<file path="src/rtl/pc_sequencer_pkg.sv">
`default_nettype none
// ============================================================================
// Module   : pc_sequencer_pkg
// Purpose  : Shared types and constants for the PC sequencer: the state
//            encoding, the instruction/address word width, the sequential PC
//            step and the alignment mask applied to branch targets.
// Ports    : none (package)
// Revision : 1.0 - initial release
// ============================================================================
package pc_sequencer_pkg;

  localparam int c_word_w = 16;

  // Instructions are 16-bit halfwords, so sequential fetch steps by 2 bytes.
  localparam logic [c_word_w-1:0] c_pc_inc = 16'd2;

  // Clears bit 0 of a branch target when misaligned targets are not trapped.
  localparam logic [c_word_w-1:0] c_align_mask = 16'hFFFE;

  typedef enum logic [1:0] {
    IDLE   = 2'd0,
    FETCH  = 2'd1,
    ISSUE  = 2'd2,
    HALTED = 2'd3
  } state_t;

endpackage : pc_sequencer_pkg
`default_nettype wire

</file>
<file path="src/rtl/pc_sequencer_increment.sv">
`default_nettype none
// ============================================================================
// Module   : pc_increment
// Purpose  : Sequential next-PC adder. Wraps modulo 2^16 (16'hFFFE -> 16'h0000)
//            with no carry-out.
// Ports    : i_pc      in  16  current PC
//            o_pc_next out 16  i_pc + 2
// Revision : 1.0 - initial release
// ============================================================================
module pc_increment
  import pc_sequencer_pkg::*;
(
  input  logic [c_word_w-1:0] i_pc,
  output logic [c_word_w-1:0] o_pc_next
);

  // Sum is truncated to the word width; the carry is intentionally dropped.
  assign o_pc_next = i_pc + c_pc_inc;

endmodule : pc_increment
`default_nettype wire

</file>
<file path="src/rtl/pc_sequencer.sv">
`default_nettype none
// ============================================================================
// Module   : pc_sequencer
// Purpose  : Instruction fetch sequencer. Requests an instruction at the
//            current fetch address, registers it with its PC for decode,
//            honours decode stalls, and picks the next fetch address from a
//            branch target or PC+2. Halt parks the block until reset.
// Config   : PC_SEQ_TRAP_EN - when defined, an accepted branch to an odd
//            target pulses trap and redirects fetch to TRAP_VECTOR. When not
//            defined, target bit 0 is cleared and trap is tied low.
// Ports    : clk           in  1   clock, rising edge
//            rst_n         in  1   asynchronous active-low reset
//            fetch_req     out 1   instruction-memory read request
//            fetch_addr    out 16  read address (internal fetch PC)
//            fetch_ack     in  1   instr_in valid this cycle
//            instr_in      in  16  instruction word from memory
//            instr         out 16  registered instruction for decode
//            instr_valid   out 1   instr/pc valid for decode
//            pc            out 16  address of instr
//            stall         in  1   decode cannot accept instr
//            branch        in  1   redirect fetch to branch_target
//            branch_target in  16  redirect address
//            halt          in  1   stop after the current instruction
//            trap          out 1   one-cycle misaligned-target pulse
// Revision : 1.0 - initial release
// ============================================================================
module pc_sequencer
  import pc_sequencer_pkg::*;
#(
  parameter logic [c_word_w-1:0] RESET_VECTOR = 16'h0000,
  parameter logic [c_word_w-1:0] TRAP_VECTOR  = 16'h0004
) (
  input  logic                clk,
  input  logic                rst_n,
  output logic                fetch_req,
  output logic [c_word_w-1:0] fetch_addr,
  input  logic                fetch_ack,
  input  logic [c_word_w-1:0] instr_in,
  output logic [c_word_w-1:0] instr,
  output logic                instr_valid,
  output logic [c_word_w-1:0] pc,
  input  logic                stall,
  input  logic                branch,
  input  logic [c_word_w-1:0] branch_target,
  input  logic                halt,
  output logic                trap
);

  state_t              r_state;
  state_t              w_state_next;
  logic [c_word_w-1:0] r_fetch_addr;
  logic [c_word_w-1:0] r_pc;
  logic [c_word_w-1:0] r_instr;
  logic [c_word_w-1:0] w_pc_plus2;
  logic [c_word_w-1:0] w_redirect;
  logic                w_fetch_done;
  logic                w_issue_go;
  logic                w_take_branch;
  logic                w_misaligned;

  // The only arithmetic on the PC lives in this instance.
  pc_increment u_pc_increment (
    .i_pc      (r_pc),
    .o_pc_next (w_pc_plus2)
  );

  assign w_fetch_done  = (r_state == FETCH) && fetch_ack;
  // Stall freezes the issue slot, so branch/halt only count once it drops.
  assign w_issue_go    = (r_state == ISSUE) && !stall;
  // Halt outranks branch: a simultaneous branch is simply discarded.
  assign w_take_branch = w_issue_go && !halt && branch;

`ifdef PC_SEQ_TRAP_EN
  logic r_trap;

  assign w_misaligned = branch_target[0];

  always_ff @(posedge clk or negedge rst_n) begin
    if (!rst_n) begin
      r_trap <= 1'b0;
    end else begin
      r_trap <= w_take_branch && w_misaligned;
    end
  end

  assign trap = r_trap;
`else
  assign w_misaligned = 1'b0;
  assign trap         = 1'b0;
`endif

  assign w_redirect = w_misaligned ? TRAP_VECTOR : (branch_target & c_align_mask);

  // --------------------------------------------------------------------------
  // FSM
  // --------------------------------------------------------------------------
  always_ff @(posedge clk or negedge rst_n) begin
    if (!rst_n) begin
      r_state <= IDLE;
    end else begin
      r_state <= w_state_next;
    end
  end

  always_comb begin
    w_state_next = r_state;
    case (r_state)
      IDLE:    w_state_next = FETCH;
      FETCH:   if (fetch_ack) w_state_next = ISSUE;
      ISSUE:   if (!stall) w_state_next = halt ? HALTED : FETCH;
      HALTED:  w_state_next = HALTED;
      default: w_state_next = IDLE;
    endcase
  end

  // --------------------------------------------------------------------------
  // Datapath
  // --------------------------------------------------------------------------
  always_ff @(posedge clk or negedge rst_n) begin
    if (!rst_n) begin
      r_fetch_addr <= RESET_VECTOR;
      r_pc         <= RESET_VECTOR;
      r_instr      <= '0;
    end else begin
      if (w_fetch_done) begin
        r_instr <= instr_in;
        r_pc    <= r_fetch_addr;
      end
      if (w_issue_go && !halt) begin
        r_fetch_addr <= w_take_branch ? w_redirect : w_pc_plus2;
      end
    end
  end

  assign fetch_req   = (r_state == FETCH);
  assign instr_valid = (r_state == ISSUE);
  assign fetch_addr  = r_fetch_addr;
  assign pc          = r_pc;
  assign instr       = r_instr;

endmodule : pc_sequencer
`default_nettype wire

</file>
<file path="config.mk">
export PLATFORM = sky130hd
export DESIGN_NAME = pc_sequencer
export DESIGN_NICKNAME = d
export VERILOG_FILES = /design/src/rtl/pc_sequencer_pkg.sv /design/src/rtl/pc_sequencer_increment.sv /design/src/rtl/pc_sequencer.sv
export SDC_FILE = /design/constraint.sdc
export NUM_CORES = 1
export LEC_CHECK = 0
export ABC_CLOCK_PERIOD_IN_PS = 5000
export CAP_MARGIN = 20
export CORE_MARGIN = 2
export CORE_UTILIZATION = 38
export CTS_CLUSTER_SIZE = 25
export DETAILED_ROUTE_END_ITERATION = 16
export GPL_TIMING_DRIVEN = 0
export MAX_ROUTING_LAYER = met4
export PLACE_DENSITY = 0.78
export SYNTH_ARGS = -nofsm -noshare
export SYNTH_HDL_FRONTEND = slang
export SYNTH_SLANG_ARGS = --single-unit
export TNS_END_PERCENT = 20
</file>
<file path="constraint.sdc">
create_clock -name clk -period 5 [get_ports clk]
set_clock_uncertainty 0.2 [all_clocks]
set_input_delay 0.5 -clock clk [delete_from_list [all_inputs] [get_ports clk]]
set_output_delay 0.5 -clock clk [all_outputs]
set_load 0.02 [all_outputs]
</file>
### Word level (Yosys, flattened, before mapping)

Cells that the tools add are included.

* output and inout port bits: 51
* bits in read-only memories: 0
* RAM bits: 0
* word-level logic and storage cells: 23
* memories: 0
* register bits after elaboration: 50
* input bits: 38
* latch bits: 0

* shifts and indexed selects: 0
* divide/modulo/power cells: 0
* $mul: 0
* muxes and demuxes: 5
* reduce and logical (&&, ||, !) cells: 8
* add/subtract/negate cells: 1
* eq/ne operators: 5
* bitwise gates (word level): 0
* $lt $le $gt $ge: 0

Operator list (number)
* $add A16 B2 Y16 const B: 1
* $mux W16: 1
* $pmux W2 S4: 1
* $mux W2: 3
* $eq A2 B2 Y1 const B: 2
* $logic_and A1 B1 Y1: 4
* $eq A2 B1 Y1 const B: 1
* $logic_not A1 Y1: 2
* $logic_not A2 Y1: 1
* $ne A2 B1 Y1 const B: 1
* $ne A2 B2 Y1 const B: 1
* $reduce_and A2 Y1: 1

### Longest topological paths before layout

Gate-level depths: netlist (run 1).

* depth in word-level cells: 5
* depth in mapped cells: 5
* mapped depth without buffers: 5

### By module

A second synthesis (run 1) with hierarchy kept.

* cells, all modules: 169
* area total of the unflattened synthesis: 2367.3 sq um

By module, submodules not included
* pc_sequencer: cells each 130, area an instance 2079.5 sq um, instances 1, seq. area each 1251.2 sq um
* pc_increment: cells each 39, area an instance 287.8 sq um, instances 1, seq. area each 0.0 sq um

### Worst setup path after synthesis (run 1)

No wires, ideal clock.

* kind: flip-flop to flip-flop
* start point: register r_pc[1], in the netlist pc[1]
* end point: register r_fetch_addr[13], in the netlist fetch_addr[13]
* library setup time: 127 ps
* data arrival time: 1508 ps
* period minus slack after synthesis: 1836 ps
* required time: 4673 ps
* path slack: 3164 ps
* path buffers: 0
* cell stages (with the launch flop): 6
* path through: dfrtp_1 -> ha_1 -> nand3_2 -> o31a_1 -> o31ai_1 -> o21ai_0

* word-level cells in the longest chain between the ends: 2

Ends and longest elaborated chain
* start: declaration: RTL line pc_sequencer.sv:52 `logic [c_word_w-1:0] r_pc;`
* start signal: assignment: RTL line pc_sequencer.sv:127 `r_pc <= r_fetch_addr;`
* $add A16 B2 Y16: RTL line pc_sequencer_increment.sv:18 `assign o_pc_next = i_pc + c_pc_inc;`
* $mux W16: RTL line pc_sequencer.sv:130 `r_fetch_addr <= w_take_branch ? w_redirect : w_pc_plus2;`
* end signal: assignment: RTL line pc_sequencer.sv:130
* end: declaration: RTL line pc_sequencer.sv:51 `logic [c_word_w-1:0] r_fetch_addr;`

No other way between the ends.
A chain may end at the register's enable or synchronous reset.

### Worst setup path in the final report (run 1)

* start point: register r_state[0]
* end point: output instr_valid

* word-level cells in the longest chain between the ends: 1

Ends and longest elaborated chain
* start: declaration: RTL line pc_sequencer.sv:49 `state_t r_state;`
* start signal: assignment: RTL line pc_sequencer.sv:101 `r_state <= w_state_next;`
* $eq A2 B2 Y1: RTL line pc_sequencer.sv:136 `assign instr_valid = (r_state == ISSUE);`
* end: declaration: RTL line pc_sequencer.sv:40 `output logic instr_valid,`

No other way between the ends.

==> results.rst, run 1 <==
.. list-table::
   :header-rows: 1

   * - Metric
     - Value
   * - Outcome
     - complete, no violations
   * - Clk pin slew, worst setup/hold paths
     - 0.08 ns
   * - Clock latency on the worst-skew pair
     - 0.30 ns
   * - Final count of pins violating max slew
     - 0
   * - Final routed wirelength across all metal layers
     - 5470 um
   * - Routed met2 length
     - 2690 um
   * - Unique masters post-synth
     - 34
   * - Crit path DAT
     - 1.51 ns
   * - Pin slew with the least headroom to its limit
     - 0.527 ns
   * - Final clock period utilization by the worst path
     - 44.2%
   * - DR iter-0 viols
     - 80
   * - Most used flip-flop cell after synthesis
     - sky130_fd_sc_hd__dfrtp_1
   * - Fraction of layout instances using a drive strength above 1
     - 19.3%
   * - Buffer depth of the longest clock path
     - 2
   * - Netlist area before placement
     - 2320 um2
   * - Syn Nets
     - 234
   * - Met3 Wirelength
     - 334 um
   * - Kind of end point of the critical path
     - primary output
   * - TritonCTS clock tree
     - done
   * - Count of yosys warnings during synthesis
     - 0
   * - DRC violations left
     - 0
   * - Detail Route Antenna Nets
     - 0
   * - Slowest cell on the critical path
     - sky130_fd_sc_hd__clkdlybuf4s50_1
   * - Count of buffering cells on the critical path with inverters included
     - 1
   * - Peak supply drop
     - 278 uV
   * - Minimum hold slack
     - 0.308 ns
   * - Post-layout utilization of the core
     - 57.1%
   * - Initial antenna violation count
     - 0
   * - Total power of the final layout
     - 0.00123 W
   * - Height of the chip
     - 82.2 um
   * - Number of instances in the synthesized netlist
     - 195
   * - Proportion of netlist area held by the largest area contributor
     - 53.9%
   * - Critical path's largest stage delay
     - 0.63 ns
   * - Detailed-routing wirelength on met1
     - 2400 um
   * - Number of maximum-capacitance constraint violations
     - 0
   * - Cell area reported after detailed placement
     - 3290 um2
   * - Part of the Yosys area used for sequential elements
     - 53.9%
   * - Pin count of the biggest net entering global routing
     - 30
   * - Wire length of the first global-routing pass
     - 8690 um
   * - Sink count of the clock tree
     - 50
   * - Post-route cell area
     - 3380 um2
   * - Leading post-synthesis cells by cell area
     - sky130_fd_sc_hd__dfrtp_1 (54%), sky130_fd_sc_hd__mux2_2 (16%), sky130_fd_sc_hd__nand2_1 (4.2%), sky130_fd_sc_hd__o221ai_2 (3.2%), sky130_fd_sc_hd__xnor2_1 (2.3%)
   * - Initial cell density of the core
     - 39.2%
   * - Cell class contributing the biggest share of worst-path delay
     - buffers and inverters
   * - Number of diodes
     - 0
   * - Hold Violations, Final
     - 0
   * - Number of buffers added by the clock tree synthesis step
     - 5
   * - Setup violators final
     - 0
   * - Final estimated routing congestion in global placement
     - 0.807
   * - Nature of the critical path startpoint
     - register
   * - Setup TNS
     - 0 ns
   * - Vias per std cell
     - 5.07
   * - Setup repair after global routing missed its margin
     - no
   * - Classification of the worst-slack hold path
     - register to register
   * - Die area
     - 6750 um2
   * - Top cell type by total area after synthesis
     - sky130_fd_sc_hd__dfrtp_1
   * - Total number of vias
     - 1852
   * - Number of top-level pins
     - 89
   * - Floorplan core area
     - 5920 um2
   * - Chip width
     - 82.2 um
   * - Cells along the critical path
     - nor2b_1, clkdlybuf4s50_1
   * - Total power per unit cell area
     - 364 nW/um2
   * - Post-synthesis to final-layout area growth
     - 45.5%
   * - Mean area per synthesized cell
     - 11.9 um2
   * - Max H-tree Level
     - 2
   * - Required time at the worst-slack endpoint
     - 4.30 ns
   * - Net total in the final layout
     - 329
   * - Largest fanout of any net on the critical path
     - 6
   * - Worst setup path class
     - register to primary output
   * - Number of synthesized register bits
     - 50
   * - Via count of the first global-routing pass
     - 1843
   * - Per-cell routed wire length
     - 15.0 um
   * - Pre-antenna DRT Iters
     - 4
   * - Overall Global Routing Usage
     - 17.6%
   * - FMAX
     - 452 MHz
   * - Number of flops mapped to enable cells by yosys
     - 0
   * - Row count
     - 28
   * - Top Metal Used
     - met4
   * - Root buffer cell
     - sky130_fd_sc_hd__clkbuf_8
   * - Port bufs
     - 86
   * - Leftover overflow at the end of global routing
     - 0
   * - Leakage component of the power
     - 1.39 nW
   * - Detailed-placement wirelength estimate
     - 4050 um
   * - Share of synthesized registers carrying an async set or reset
     - 100%
   * - Tmin final
     - 2.21 ns
   * - Tightest slew margin relative to the limit
     - 64.9%
-- layout make-up --
class / instances / area [um2]
Timing Repair Buffer: 88 / 886
Inverter: 2 / 7.51
Clock buffer: 7 / 76.3
Sequential cell: 50 / 1250
Fill cell: 534 / 2540
Tap cell: 75 / 93.8
Multi-Input combinational cell: 132 / 1010
Buffer: 11 / 55.1
-- synthesized netlist by cell type (3+ instances only) --
cell and instances:
sky130_fd_sc_hd__dfrtp_1 50, sky130_fd_sc_hd__mux2_2 32, sky130_fd_sc_hd__nand2_1 26, sky130_fd_sc_hd__buf_2 8, sky130_fd_sc_hd__o21ai_0 8, sky130_fd_sc_hd__xnor2_1 6, sky130_fd_sc_hd__nand2b_1 5, sky130_fd_sc_hd__nor2_1 5
sky130_fd_sc_hd__nor4_1 5, sky130_fd_sc_hd__o221ai_2 5, sky130_fd_sc_hd__mux2i_1 4, sky130_fd_sc_hd__nand4_1 4, sky130_fd_sc_hd__o31a_1 4, sky130_fd_sc_hd__o31ai_1 4, sky130_fd_sc_hd__a21oi_1 3
-- through the flow --
| stage | std cells | setup WS, ns |
|---|---|---|
| 2_1_floorplan | 195 | 3.16 |
| 3_3_place_gp | 356 | 1.76 |
| 3_5_place_dp | 357 | 2.62 |
| 4_1_cts | 365 | 2.77 |
| 5_1_grt | 365 | 2.71 |
| 6_report | 365 | 2.79 |
-- state kept, by name (all words and copies together), names as in the netlist --
name	cells
fetch_addr	16
r_state	2
pc	16
instr	16
-- kinds of logic after synthesis --
family	count (synthesis)	synth area share, %
multiplexers	36	17.2
AND/OR/NAND/NOR	58	13.0
AO/OA/AOI/OAI	28	9.48
adder cells (fa/ha/maj)	1	0.539
buffers and inverters	13	2.69
other	1	0.161
flip-flops	50	53.9
XOR/XNOR	8	3.02
-- layer usage --
layer / vias to the layer above / track usage (%)
li1: 884 / -
met1: 901 / 22.4
met2: 63 / 27.9
met3: 4 / 4.78
met4: 0 / 4.83
met5: - / -
-- worst reg2reg max path, cell delays in order, from the launching register on --
cell and delay, ns:
sky130_fd_sc_hd__dfrtp_1 0.47, sky130_fd_sc_hd__ha_1 0.24, sky130_fd_sc_hd__nand3_2 0.22, sky130_fd_sc_hd__o31a_1 0.36, sky130_fd_sc_hd__o31ai_1 0.25, sky130_fd_sc_hd__o21ai_0 0.11
-- cell usage in the layout (no fill, tap or decap), types with 2 or more instances in the layout --
cell,Yosys,final
sky130_fd_sc_hd__a21oi_1,3,3
sky130_fd_sc_hd__buf_2,8,9
sky130_fd_sc_hd__clkbuf_1,2,4
sky130_fd_sc_hd__clkbuf_8,0,5
sky130_fd_sc_hd__clkdlybuf4s50_1,0,85
sky130_fd_sc_hd__dfrtp_1,50,50
sky130_fd_sc_hd__inv_1,2,2
sky130_fd_sc_hd__mux2_2,32,32
sky130_fd_sc_hd__mux2i_1,4,4
sky130_fd_sc_hd__nand2_1,26,26
sky130_fd_sc_hd__nand2b_1,5,5
sky130_fd_sc_hd__nand3_1,2,2
sky130_fd_sc_hd__nand4_1,4,4
sky130_fd_sc_hd__nor2_1,5,5
sky130_fd_sc_hd__nor2b_1,2,2
sky130_fd_sc_hd__nor3_1,2,2
sky130_fd_sc_hd__nor4_1,5,5
sky130_fd_sc_hd__o21ai_0,8,8
sky130_fd_sc_hd__o21ai_1,2,2
sky130_fd_sc_hd__o221ai_2,5,5
sky130_fd_sc_hd__o31a_1,4,4
sky130_fd_sc_hd__o31ai_1,4,4
sky130_fd_sc_hd__xnor2_1,6,6
sky130_fd_sc_hd__xor2_1,2,2
-- where the power goes --
group	total, W	switching (W)	internal, W
Clock	0.000223	0.000126	0.0000968
Combinational	0.000447	0.000201	0.000246
Sequential	0.000558	0.0000641	0.000494
Total	0.00123	0.000392	0.000837
-- path summary, 6_finish.rpt --
path / start / endpoint / cells past startpoint / slack, ns
max in group asynchronous: rst_n / fetch_addr[5]$_DFFE_PN0P_ / 3 / 3.56
min in group asynchronous: rst_n / pc[0]$_DFFE_PN0P_ / 2 / 0.50
max: r_state[0]$_DFFE_PN0P_ / instr_valid / 2 / 2.79
min: instr[1]$_DFFE_PN0P_ / instr[1]$_DFFE_PN0P_ / 1 / 0.31
min reg2reg: instr[1]$_DFFE_PN0P_ / instr[1]$_DFFE_PN0P_ / 1 / 0.31
max reg2reg: pc[1]$_DFFE_PN0P_ / fetch_addr[13]$_DFFE_PN0P_ / 5 / 3.06
-- repair_timing --
action | in CTS | in global routing
setup buffers | 0 | 0
hold buffers | 1 | 0
endpoints found under the hold margin | 21 | 0
resized for setup | 0 | 0
Power figures use the tool's default switching activity.
==> run 2, diff against run 1 <==
--- a/config.mk
+++ b/config.mk
@@ -5,7 +5,7 @@
 export SDC_FILE = /design/constraint.sdc
 export NUM_CORES = 1
 export LEC_CHECK = 0
-export ABC_CLOCK_PERIOD_IN_PS = 5000
+export ABC_CLOCK_PERIOD_IN_PS = 2200
 export CAP_MARGIN = 20
 export CORE_MARGIN = 2
 export CORE_UTILIZATION = 38
==> constraint.sdc (replaced) <==
create_clock -name clk -period 2.2 [get_ports clk]
set_clock_uncertainty 0.2 [all_clocks]
set_input_delay 0.22 -clock clk [delete_from_list [all_inputs] [get_ports clk]]
set_output_delay 0.22 -clock clk [all_outputs]
set_load 0.02 [all_outputs]
==> results of run 2 <==
The final DEF is identical to that of run 1. Status: complete, no violations.
Among the figures that moved: setup slack after placement 2.62 ns -> 0.102 ns; clock-pin slew on the worst setup and hold paths 0.08 ns -> 0.09 ns; setup slack after layout 2.79 ns -> 0.260 ns; hold slack 0.308 ns -> 0.220 ns; start point of the critical path r_state[0]$_DFFE_PN0P_ -> pc[1]$_DFFE_PN0P_; end point of the critical path instr_valid -> fetch_addr[13]$_DFFE_PN0P_; register-to-register setup slack 3.06 ns -> 0.26 ns; total power 0.00123 W -> 0.00279 W; worst IR drop on VDD 278 uV -> 632 uV
==> run 3, diff against run 2 <==
--- a/config.mk
+++ b/config.mk
@@ -6,7 +6,7 @@
 export NUM_CORES = 1
 export LEC_CHECK = 0
 export ABC_CLOCK_PERIOD_IN_PS = 2200
-export CAP_MARGIN = 20
+export CAP_MARGIN = 40
 export CORE_MARGIN = 2
 export CORE_UTILIZATION = 38
 export CTS_CLUSTER_SIZE = 25
==> results of run 3 <==
The final DEF is identical to that of run 1. Status: complete, no violations.
Among the figures that moved: setup slack after placement 2.62 ns -> 0.102 ns; clock-pin slew on the worst setup and hold paths 0.08 ns -> 0.09 ns; setup slack after layout 2.79 ns -> 0.260 ns; hold slack 0.308 ns -> 0.220 ns; start point of the critical path r_state[0]$_DFFE_PN0P_ -> pc[1]$_DFFE_PN0P_; end point of the critical path instr_valid -> fetch_addr[13]$_DFFE_PN0P_; register-to-register setup slack 3.06 ns -> 0.26 ns; total power 0.00123 W -> 0.00279 W; worst IR drop on VDD 278 uV -> 632 uV
